===== config.mk =====
export PLATFORM = sky130hd
export DESIGN_NAME = irda_dma_fifo
export DESIGN_NICKNAME = d
export VERILOG_FILES = /design/src/rtl/irda_dma_fifo.sv
export SDC_FILE = /design/constraint.sdc
export NUM_CORES = 1
export LEC_CHECK = 0
export BUFFER_PORTS_ARGS = -buffer_cell sky130_fd_sc_hd__buf_2
export CAP_MARGIN = 20
export CORE_MARGIN = 3
export CORE_UTILIZATION = 37
export DETAILED_ROUTE_END_ITERATION = 10
export PLACE_DENSITY_LB_ADDON = 0.2
export SLEW_MARGIN = 10
export SYNTH_ARGS = -nofsm -noshare
export SYNTH_HDL_FRONTEND = slang
export SYNTH_SLANG_ARGS = --single-unit
export TNS_END_PERCENT = 1

===== constraint.sdc =====
create_clock -name wb_clk_i -period 4.1 [get_ports wb_clk_i]
set_clock_uncertainty 0.15 [all_clocks]
set_input_delay 0.205 -clock wb_clk_i [delete_from_list [all_inputs] [get_ports wb_clk_i]]
set_output_delay 0.205 -clock wb_clk_i [all_outputs]
set_load 0.02 [all_outputs]

===== src/rtl/irda_dma_fifo.sv =====
// IrDA DMA FIFO: first-word-fall-through circular buffer with a programmable
// threshold flag and a three-state DMA request handshake. DIR_RX selects
// whether the threshold counts filled words (receive) or free slots (transmit).
module irda_dma_fifo #(
  parameter int unsigned DATA_W     = 32,
  parameter int unsigned DEPTH_LOG2 = 4,
  parameter bit          DIR_RX     = 1'b0
) (
  input  logic                  wb_clk_i,
  input  logic                  wb_rst_i,
  input  logic                  fifo_clear,
  input  logic                  fifo_add,
  input  logic [DATA_W-1:0]     fifo_dat_i,
  input  logic                  fifo_remove,
  output logic [DATA_W-1:0]     fifo_dat_o,
  output logic [DEPTH_LOG2:0]   fifo_count,
  output logic                  fifo_overrun,
  output logic                  fifo_underrun,
  input  logic [1:0]            trigger_level,
  output logic                  trig_o,
  input  logic                  use_dma,
  output logic                  dma_req_o,
  input  logic                  dma_ack_i
);

  localparam int unsigned DEPTH = 2 ** DEPTH_LOG2;
  localparam int unsigned CW    = DEPTH_LOG2 + 1;

  typedef enum logic [1:0] {StIdle, StReq, StAcked} dma_state_e;

  logic [DATA_W-1:0]     mem_q [DEPTH];
  logic [DEPTH_LOG2-1:0] wr_ptr_q, wr_ptr_d;
  logic [DEPTH_LOG2-1:0] rd_ptr_q, rd_ptr_d;
  logic [CW-1:0]         count_q, count_d;
  logic                  overrun_q, overrun_d;
  logic                  underrun_q, underrun_d;
  logic                  full, empty;
  logic                  do_push, do_pop, mem_we;
  logic [CW-1:0]         thr, space;
  dma_state_e            state_q, state_d;

  assign full  = (count_q == CW'(DEPTH));
  assign empty = (count_q == '0);

  // Push/pop qualification and pointer/count next state; clear wins over both.
  always_comb begin
    // At full a simultaneous pop frees the slot, so the push still completes.
    do_push    = fifo_add && (!full || fifo_remove);
    do_pop     = fifo_remove && !empty;
    overrun_d  = fifo_add && full && !fifo_remove;
    underrun_d = fifo_remove && empty;
    mem_we     = do_push && !fifo_clear;
    wr_ptr_d   = wr_ptr_q;
    rd_ptr_d   = rd_ptr_q;
    count_d    = count_q;
    if (do_push) wr_ptr_d = wr_ptr_q + DEPTH_LOG2'(1);
    if (do_pop)  rd_ptr_d = rd_ptr_q + DEPTH_LOG2'(1);
    unique case ({do_push, do_pop})
      2'b10:   count_d = count_q + CW'(1);
      2'b01:   count_d = count_q - CW'(1);
      default: count_d = count_q;
    endcase
    if (fifo_clear) begin
      wr_ptr_d   = '0;
      rd_ptr_d   = '0;
      count_d    = '0;
      overrun_d  = 1'b0;
      underrun_d = 1'b0;
    end
  end

  // Pointer, count and error-pulse registers.
  always_ff @(posedge wb_clk_i or negedge wb_rst_i) begin
    if (!wb_rst_i) begin
      wr_ptr_q   <= '0;
      rd_ptr_q   <= '0;
      count_q    <= '0;
      overrun_q  <= 1'b0;
      underrun_q <= 1'b0;
    end else begin
      wr_ptr_q   <= wr_ptr_d;
      rd_ptr_q   <= rd_ptr_d;
      count_q    <= count_d;
      overrun_q  <= overrun_d;
      underrun_q <= underrun_d;
    end
  end

  // Storage array; contents survive clear and reset since count gates the output.
  always_ff @(posedge wb_clk_i) begin
    if (mem_we) mem_q[wr_ptr_q] <= fifo_dat_i;
  end

  // Threshold select and level flag.
  always_comb begin
    unique case (trigger_level)
      2'd0: thr = CW'(1);
      2'd1: thr = CW'(DEPTH / 4);
      2'd2: thr = CW'(DEPTH / 2);
      2'd3: thr = CW'(DEPTH - 2);
    endcase
    space  = CW'(DEPTH) - count_q;
    trig_o = DIR_RX ? (count_q >= thr) : (space >= thr);
  end

  assign fifo_dat_o    = empty ? '0 : mem_q[rd_ptr_q];
  assign fifo_count    = count_q;
  assign fifo_overrun  = overrun_q;
  assign fifo_underrun = underrun_q;

  // DMA FSM state register.
  always_ff @(posedge wb_clk_i or negedge wb_rst_i) begin
    if (!wb_rst_i) state_q <= StIdle;
    else           state_q <= state_d;
  end

  // DMA FSM next state; ACKED holds off a new request until ack is released.
  always_comb begin
    state_d = state_q;
    if (fifo_clear || !use_dma) begin
      state_d = StIdle;
    end else begin
      unique case (state_q)
        StIdle:  if (trig_o)     state_d = StReq;
        StReq:   if (dma_ack_i)  state_d = StAcked;
        StAcked: if (!dma_ack_i) state_d = StIdle;
        default:                 state_d = StIdle;
      endcase
    end
  end

  // DMA FSM outputs.
  always_comb begin
    dma_req_o = (state_q == StReq);
  end

endmodule


-- Word-level counts from Yosys, hierarchy flattened
Memories as Yosys holds them, arrays and structs flattened.
Cells that the tools add are included.
- reductions and logical operators: 20
- magnitude comparators: 1
- multiplexer cells: 17
- equal/unequal tests: 11
- $add $sub $neg: 5
- operator list (kind ; number):
    $mux W32 ; 1
    $pmux W5 S4 ; 1
    $mux W4 ; 4
    $pmux W5 S2 ; 1
    $add A4 B1 Y4 const B ; 2
    $eq A2 B2 Y1 const B ; 4
    $mux W2 ; 4
    $eq A2 B1 Y1 const B ; 3
    $logic_and A1 B1 Y1 ; 6
    $ne A3 B3 Y1 const B ; 2
    $pmux W2 S3 ; 1
    $add A5 B1 Y5 const B ; 1
    $eq A5 B5 Y1 const B ; 1
    $ge A5 B5 Y1 ; 1
    $logic_not A1 Y1 ; 5
    $logic_not A5 Y1 ; 1
    $mux W5 ; 1
    $sub A5 B1 Y5 const B ; 1
    $sub A5 B5 Y5 const A ; 1
    $logic_not A2 Y1 ; 2
    $mux W1 ; 4
    $reduce_bool A2 Y1 ; 2
    $ne A3 B1 Y1 const B ; 1
    $reduce_and A3 Y1 ; 1
    other kinds (2) ; 3
- input bits: 41
- register bits after elaboration: 17
- memories kept: 1
- memory bits (writable): 512
- memory list (name ; words ; width ; rd ports ; clocked after Yosys merged registers in ; write ports ; RTL line ; text):
    mem_q ; 16 ; 32 ; 1 ; 0 ; 1 ; 31 ; logic [DATA_W-1:0] mem_q [DEPTH];

-- Logic depth before layout (Yosys ltp)
Gate-level depths: netlist of the first run.
- depth in word-level cells: 7
- depth in mapped cells: 12

-- Worst setup path before layout of the first run
Ideal clock, no wire load.
- path kind: flip-flop to flip-flop
- start point: register count_q[0] (netlist: fifo_count[0])
- end point: memory mem_q[3][0] (enable)
- path slack: -380 ps
- required time: 3489 ps
- arrival: 3869 ps
- cell stages (with the launch flop): 9
- library setup time: 461 ps
- period minus slack after synthesis: 4480 ps
- cells stage by stage: dfrtp_1 -> inv_1 -> ha_1 -> and2_1 -> ha_1 -> nand2b_1 -> and3b_1 -> nand2_1 -> nor3_1
- word-level cells in the longest chain between the ends: 7
- ends and longest elaborated chain (item ; RTL line ; text):
    from (decl) ; 34 ; logic [CW-1:0] count_q, count_d;
    from (signal assigned) ; 83 ; count_q <= count_d;
    $eq A5 B5 Y1 ; 42 ; assign full = (count_q == CW'(DEPTH));
    $logic_not A1 Y1 ; 48 ; do_push = fifo_add && (!full || fifo_remove);
    $logic_or A1 B1 Y1 ; 48 ;
    $logic_and A1 B1 Y1 ; 48 ;
    $logic_and A1 B1 Y1 ; 52 ; mem_we = do_push && !fifo_clear;
    $mux W1 ; 91 ; if (mem_we) mem_q[wr_ptr_q] <= fifo_dat_i;
    $mux W1 (implied by the code) ; 91 ;
    to (decl) ; 31 ;
No other way between the ends.

-- Final worst setup path of the first run
- start point: register count_q[0] (netlist: fifo_count[0])
- end point: output fifo_dat_o[0]
- word-level cells in the longest chain between the ends: 2
- ends and longest elaborated chain (item ; RTL line ; text):
    $logic_not A5 Y1 ; 43 ; assign empty = (count_q == '0);
    $mux W32 ; 106 ; assign fifo_dat_o = empty ? '0 : mem_q[rd_ptr_q];
    to (decl) ; 15 ; output logic [DATA_W-1:0] fifo_dat_o,
No other way between the ends.

==> results of run 1 <==
[critical path, cell delays in order (launching register included)]
cell and delay [ps]:
dfrtp_1 490, inv_1 100, ha_1 230, and2_1 170, ha_1 270, nand2b_2 530, buf_4 380, o22ai_1 300
buf_2 230
[cell type report]
class,count,area (sq um)
Clock buffer,64,1400
Clock inverter,31,288
Inverter,11,41.3
Timing Repair Buffer,165,1270
Sequential cell,529,15800
Tap cell,748,936
Fill cell,4951,31100
Multi-Input combinational cell,570,4860
[cell usage in the layout (no fill, tap or decap), types with 3 or more instances in the layout]
master,n
nor3_1,5
buf_4,32
nor3b_1,3
o21ai_1,21
a221oi_1,10
dfrtp_1,16
o22ai_1,22
nand2b_1,6
a22oi_1,88
clkinv_2,12
a221o_1,10
buf_2,81
a21oi_1,4
dlygate4sd3_1,42
edfxtp_1,512
xor2_1,3
nand3_1,6
buf_12,10
nor2_4,14
mux4_2,10
nor3_2,3
clkbuf_1,9
nand2_1,61
a21o_1,3
mux2i_1,238
a22o_1,10
clkbuf_16,54
inv_1,11
ha_1,13
bufinv_16,5
xnor2_1,7
nor2_1,13
clkinv_1,10
[flip-flops by register name (all words and copies together) (netlist names)]
signal         cells
rd_ptr_q           4
fifo_overrun       1
state_q            2
mem_q            512
fifo_underrun      1
wr_ptr_q           4
fifo_count         5
[per-layer routing]
layer	share of wire, %	GRT usage [%]
met3	5.0	3.00
met4	2.0	4.20
met1	46	23.0
met5	0	0
met2	47	26.1
[cell usage after synthesis (2+ instances only)]
cell type and instances:
dfrtp_1 17, nor2_1 26, o21ai_1 21, clkbuf_1 11, a2111oi_0 2, edfxtp_1 512, o311ai_1 2, inv_1 11
nand2b_1 7, buf_8 6, a21o_1 3, buf_4 13, buf_12 2, ha_1 13, nand2_1 61, a21oi_1 4
nor2b_1 2, buf_1 4, xor2_1 3, nand3_1 6, buf_2 18, mux2i_1 238, a22o_1 10, xnor2_1 7
a221oi_1 10, a221o_1 10, o22ai_1 22, buf_6 14, nor3_1 9, a22oi_1 88, nor3b_1 3, mux4_2 10
[timing repair]
item | CTS | global route
buffers inserted | 0 | 0
hold buffers | 42 | 0
hold endpoints to repair | 546 | 0
[path summary, 6_finish.rpt]
check	startpoint	to	cells past startpoint	slack [ps]
min	dma_ack_i	state_q[1]	3	310
max	fifo_count[0]	fifo_dat_o[0]	8	440
max reg2reg	fifo_count[0]	mem_q[12][14]	9	820
min reg2reg	rd_ptr_q[3]	rd_ptr_q[3]	2	440
min in group asynchronous	wb_rst_i	fifo_count[2]	3	650
max in group asynchronous	wb_rst_i	rd_ptr_q[0]	3	2510
[through the flow]
| stage | hold WS (ps) | setup WS [ps] |
|---|---|---|
| finish | 306 | 441 |
| global route | 300 | 233 |
| CTS | 285 | 405 |
| detailed placement | 25.7 | 810 |
| global placement | 25.7 | 884 |
| floorplan | -241 | -380 |
[kinds of logic after synthesis]
| kind of cell | Yosys count | share of synthesized area (%) |
|---|---|---|
| buffers and inverters | 79 | 2.72 |
| and+or+nand+nor | 123 | 2.67 |
| DFF | 529 | 74.9 |
| muxes | 248 | 12.4 |
| xor gates and xnor gates | 10 | 0.415 |
| AOI/OAI and AO/OA | 176 | 6.19 |
| adders and majority gates | 13 | 0.771 |
[power by group]
part / leakage, nW / internal, mW / switching, mW
logic: 2.44 / 1.39 / 2.14
clock network: 0.828 / 2.73 / 1.96
registers: 4.84 / 6.03 / 0.129
total: 8.11 / 10.1 / 4.23
==> flow_metrics.tcl, run 1 <==
set metrics [dict create \
    outcome "finished, final reports clean" \
    rows 86 \
    cts_sinks 529 \
    dp_cells 1981 \
    crit_path_end_kind "primary output" \
    drv_slew 0 \
    total_power_mw 14.4 \
    synth_top_cell_area_share_pct 72.9 \
    placed_area_sq_um 22500 \
    synth_flop_cell "edfxtp_1" \
    grt_pass1_wl_um 72800 \
    htree_levels 2 \
    route.detailed.drc 0 \
    yosys_warnings 0 \
    async_flop_share_pct 3.21 \
    ys_seq_area_share_pct 74.9 \
    cap_violations 0 \
    cts_resized 0 \
    hp-class "input port to register" \
    diodes 0 \
    setup_viol 0 \
    syn_avg_cell_area_sq_um 17.9 \
    hpwl_um 27700 \
    fp.dieW_um 245 \
    max_slew_margin_pct 33.6 \
    clockRootBuffer "clkbuf_16" \
    drt_wl_total_um 48700 \
    drive_above_1_share_pct 17.2 \
    fmax_mhz 273 \
    worst_pin_slew_ps 997 \
    netlist_instances 1178 \
    rsz0062_at_grt "false" \
    vias 11000 \
    clkTransAtPathRegs_ps 60 \
    grt_max_degree 64 \
    postLayoutCoreUtil_pct 44.1 \
    tns_ps 0 \
    ys_ff_latch 529 \
    ant_nets 0 \
    drtIter0Drc 718 \
    overflow 0 \
    cp.required_ps 3740 \
    fp.dieH_um 245 \
    grt_usage_pct 16.3 \
    synth_area_leaders "edfxtp_1 (73%), mux2i_1 (11%), a22oi_1 (3.1%), dfrtp_1 (2.0%), nand2_1 (1.1%)" \
    ios 82 \
    pwr_density_cell_nw_per_um2 585 \
    crit_arrival_ps 3300 \
    firstDrtPassIters 5 \
    finalCritPeriodShare_pct 89.2 \
    final_cells 2118 \
    coreArea_sq_um 55700 \
    synthesis.area_sq_um 21100 \
    yosys.area.top_type "edfxtp_1" \
    numPortBuffers 81 \
    cts_made_buffers 53 \
    antenna_found_initial 0 \
    p_leak_nw 8.11 \
    hold_violations 0 \
    cp_max_fo 17 \
    vdd_drop_max_mv 0.280 \
    cts_tree "yes" \
    grt_pass1_vias 11100 \
    layout.nets 1384 \
    synth.net_count 1232 \
    clock_latency_ps 580 \
    globalplace.congestion 0.729 \
    routed_wire_length_per_instance_um 23.0 \
    finalInstanceArea_sq_um 24600 \
    synth-edff-count 512 \
    max-clock-path-buffers 3 \
    initial_core_util_pct 37.9 \
    layout_min_cycle_time_ps 3660 \
    yosysUniqueCellTypes 45 \
    via_per_inst 5.17 \
    critPathKind "register to primary output" \
    die_area_sq_um 59900 \
    worst_setup_path_start_kind "register" \
    area.growth.synth_to_final_pct 16.5 \
]
(Power assumes the default switching activity.)
==> run 2: changes to the inputs <==
--- a/config.mk
+++ b/config.mk
@@ -9,3 +9,3 @@
 export CAP_MARGIN = 20
-export CORE_MARGIN = 3
+export CORE_MARGIN = 5
 export CORE_UTILIZATION = 37
==> constraint.sdc (replaced) <==
create_clock -name wb_clk_i -period 4.1 [get_ports wb_clk_i]
set_clock_uncertainty 0.15 [all_clocks]
set_input_delay 0.615 -clock wb_clk_i [delete_from_list [all_inputs] [get_ports wb_clk_i]]
set_output_delay 0.615 -clock wb_clk_i [all_outputs]
set_load 0.02 [all_outputs]
==> run 2 against run 1 <==
Effect of this change: clock power increased by 1%; global-route usage decreased by 0.76 points; utilization decreased by 1.2 points; die area increased by 3.3%; worst hold slack got worse by 220 ps; setup slack got worse by 140 ps; sequential share of layout area increased by 0.90 points; maximum frequency decreased by 3.7%.
==> flow_metrics.tcl, run 2 (synthesized netlist as in run 1, its figures left out) <==
set metrics [dict create \
    grt_pass1_wl_um 73100 \
    crit_path_start "fifo_count[0]" \
    vdd_drop_max_mv 0.327 \
    grt_pass1_vias 11000 \
    r2r_cells 9 \
    rrSetupSlack_ps 910 \
    cap_violations 0 \
    pre_cts_ws_ps 609 \
    coreArea_sq_um 56500 \
    grt_busiest_layer "met2" \
    min_from "dma_ack_i" \
    cp.required_ps 3340 \
    internal_power_mw 10.1 \
    antenna_found_initial 1 \
    rsz0062_at_grt "false" \
    numPortBuffers 81 \
    slowest_stage "or2_4" \
    worst_pin_slew_ps 831 \
    critPathMaxStageDelay_ps 490 \
    power_frac_clock_pct 33.1 \
    cts_made_buffers 54 \
    final_cells 2090 \
    area.growth.synth_to_final_pct 14.9 \
    ios 82 \
    seq_area_sq_um 15800 \
    clkTransAtPathRegs_ps 60 \
    use_met2_pct 25.5 \
    drive_above_1_share_pct 17.7 \
    cts_tree "yes" \
    layout.nets 1343 \
    max-clock-path-buffers 3 \
    crit_path_end_kind "primary output" \
    setup_viol 0 \
    clockRootBuffer "clkbuf_16" \
    globalplace.congestion 0.739 \
    worst-path-buf-inv 2 \
    pwr_density_cell_nw_per_um2 592 \
    switchingPower_mw 4.21 \
    drv_slew 0 \
    fmax_mhz 263 \
    multi_input_area_sq_um 4870 \
    cp.depth 9 \
    fillers 4938 \
    use_met3_pct 3.54 \
    setup_ws_ps 300 \
    htree_levels 2 \
    largest_reg_flops 512 \
    route.detailed.drc 0 \
    layout_min_cycle_time_ps 3800 \
    clock_latency_ps 580 \
    power_frac_comb_pct 24.2 \
    hpwl_um 26800 \
    layout_commonest_cell "edfxtp_1" \
    crit_arrival_ps 3030 \
    grt_max_degree 88 \
    critPathKind "register to primary output" \
    outcome "finished, final reports clean" \
    cts_sinks 529 \
    path_delay_family "simple AND/OR/NAND/NOR gates" \
    dp_cells 1988 \
    p_seq_share_pct 42.7 \
    finalCritPeriodShare_pct 92.7 \
    rows 87 \
    hp-class "input port to register" \
    drt_wl_total_um 48900 \
    finalInstanceArea_sq_um 24300 \
    max_slew_margin_pct 44.5 \
    grt.met1_usage_pct 21.2 \
    drtIter0Drc 708 \
    top_register "mem_q" \
    firstDrtPassIters 5 \
    die_area_sq_um 61900 \
    tns_ps 0 \
    p_leak_nw 7.96 \
    via_per_inst 5.15 \
    fp.dieW_um 249 \
    grt_usage_pct 15.5 \
    ant_nets 0 \
    worst_setup_path_start_kind "register" \
    min_path_cells 2 \
    final_cell_mix "edfxtp_1 (512), mux2i_1 (238), a22oi_1 (88)" \
    cp_max_fo 32 \
    r2r-start "fifo_count[0]" \
    routed_wire_length_per_instance_um 23.4 \
    vias 10800 \
    overflow 0 \
    switching_share_pct 29.3 \
    path_cells "inv_1 -> ha_1 -> and2_1 -> ha_1 -> or2_4 -> a221oi_1 -> o21ai_1 -> o21ai_1 -> buf_2" \
    placed_area_sq_um 22500 \
    hold_violations 0 \
    fp.dieH_um 249 \
    initial_core_util_pct 37.3 \
]
==> run 2: path summary, 6_finish.rpt <==
check                                 to
max reg2reg                 mem_q[4][31]
min in group asynchronous  fifo_underrun
min reg2reg                   state_q[0]
min                           state_q[0]
max                        fifo_dat_o[7]
max in group asynchronous    rd_ptr_q[0]
==> run 2: power groups by stage <==
stage | registers [mW] | logic [mW] | clock network, mW
6_report | 6.13 | 3.48 | 4.75
5_1_grt | 6.14 | 3.77 | 5.12
4_1_cts | 6.13 | 3.54 | 4.89
3_5_place_dp | 6.24 | 3.52 | 0
3_3_place_gp | 6.23 | 3.51 | 0
2_1_floorplan | 6.22 | 2.64 | 0
==> run 2: area by class of cell <==
cell class,count,share of cell area [%]
flip-flops and latches,529,65.2
multi-input cells,570,20.1
clock buffers,65,5.83
well taps,756,3.90
repair buffers,123,3.65
clock inverters,35,1.21
inverters,11,0.170
diodes,1,0.0103
==> run 2: per-stage QoR <==
| stage | util [%] | hold slack (ps) | total power, mW |
|---|---|---|---|
| finish | 42.9 | 90.1 | 14.4 |
| CTS | 42.9 | 37.6 | 14.6 |
| global placement | 39.9 | 318 | 9.74 |
| global route | 42.9 | 52.7 | 15.0 |
| detailed placement | 39.9 | 339 | 9.76 |
| floorplan | - | 169 | 8.86 |
==> run 2: repair_timing <==
action | 4_1_cts | 5_1_grt
endpoints found under the hold margin | 17 | 0
gates resized for setup | 1 | 1
hold buffers | 1 | 0
endpoints found under the setup margin | 5 | 9
buffers inserted | 0 | 0
==> run 2: layer usage <==
metal	wire length, um	part of all wire [%]
met4	921	1.9
met2	23600	48
met5	13	0.027
met1	21900	45
met3	2450	5.0
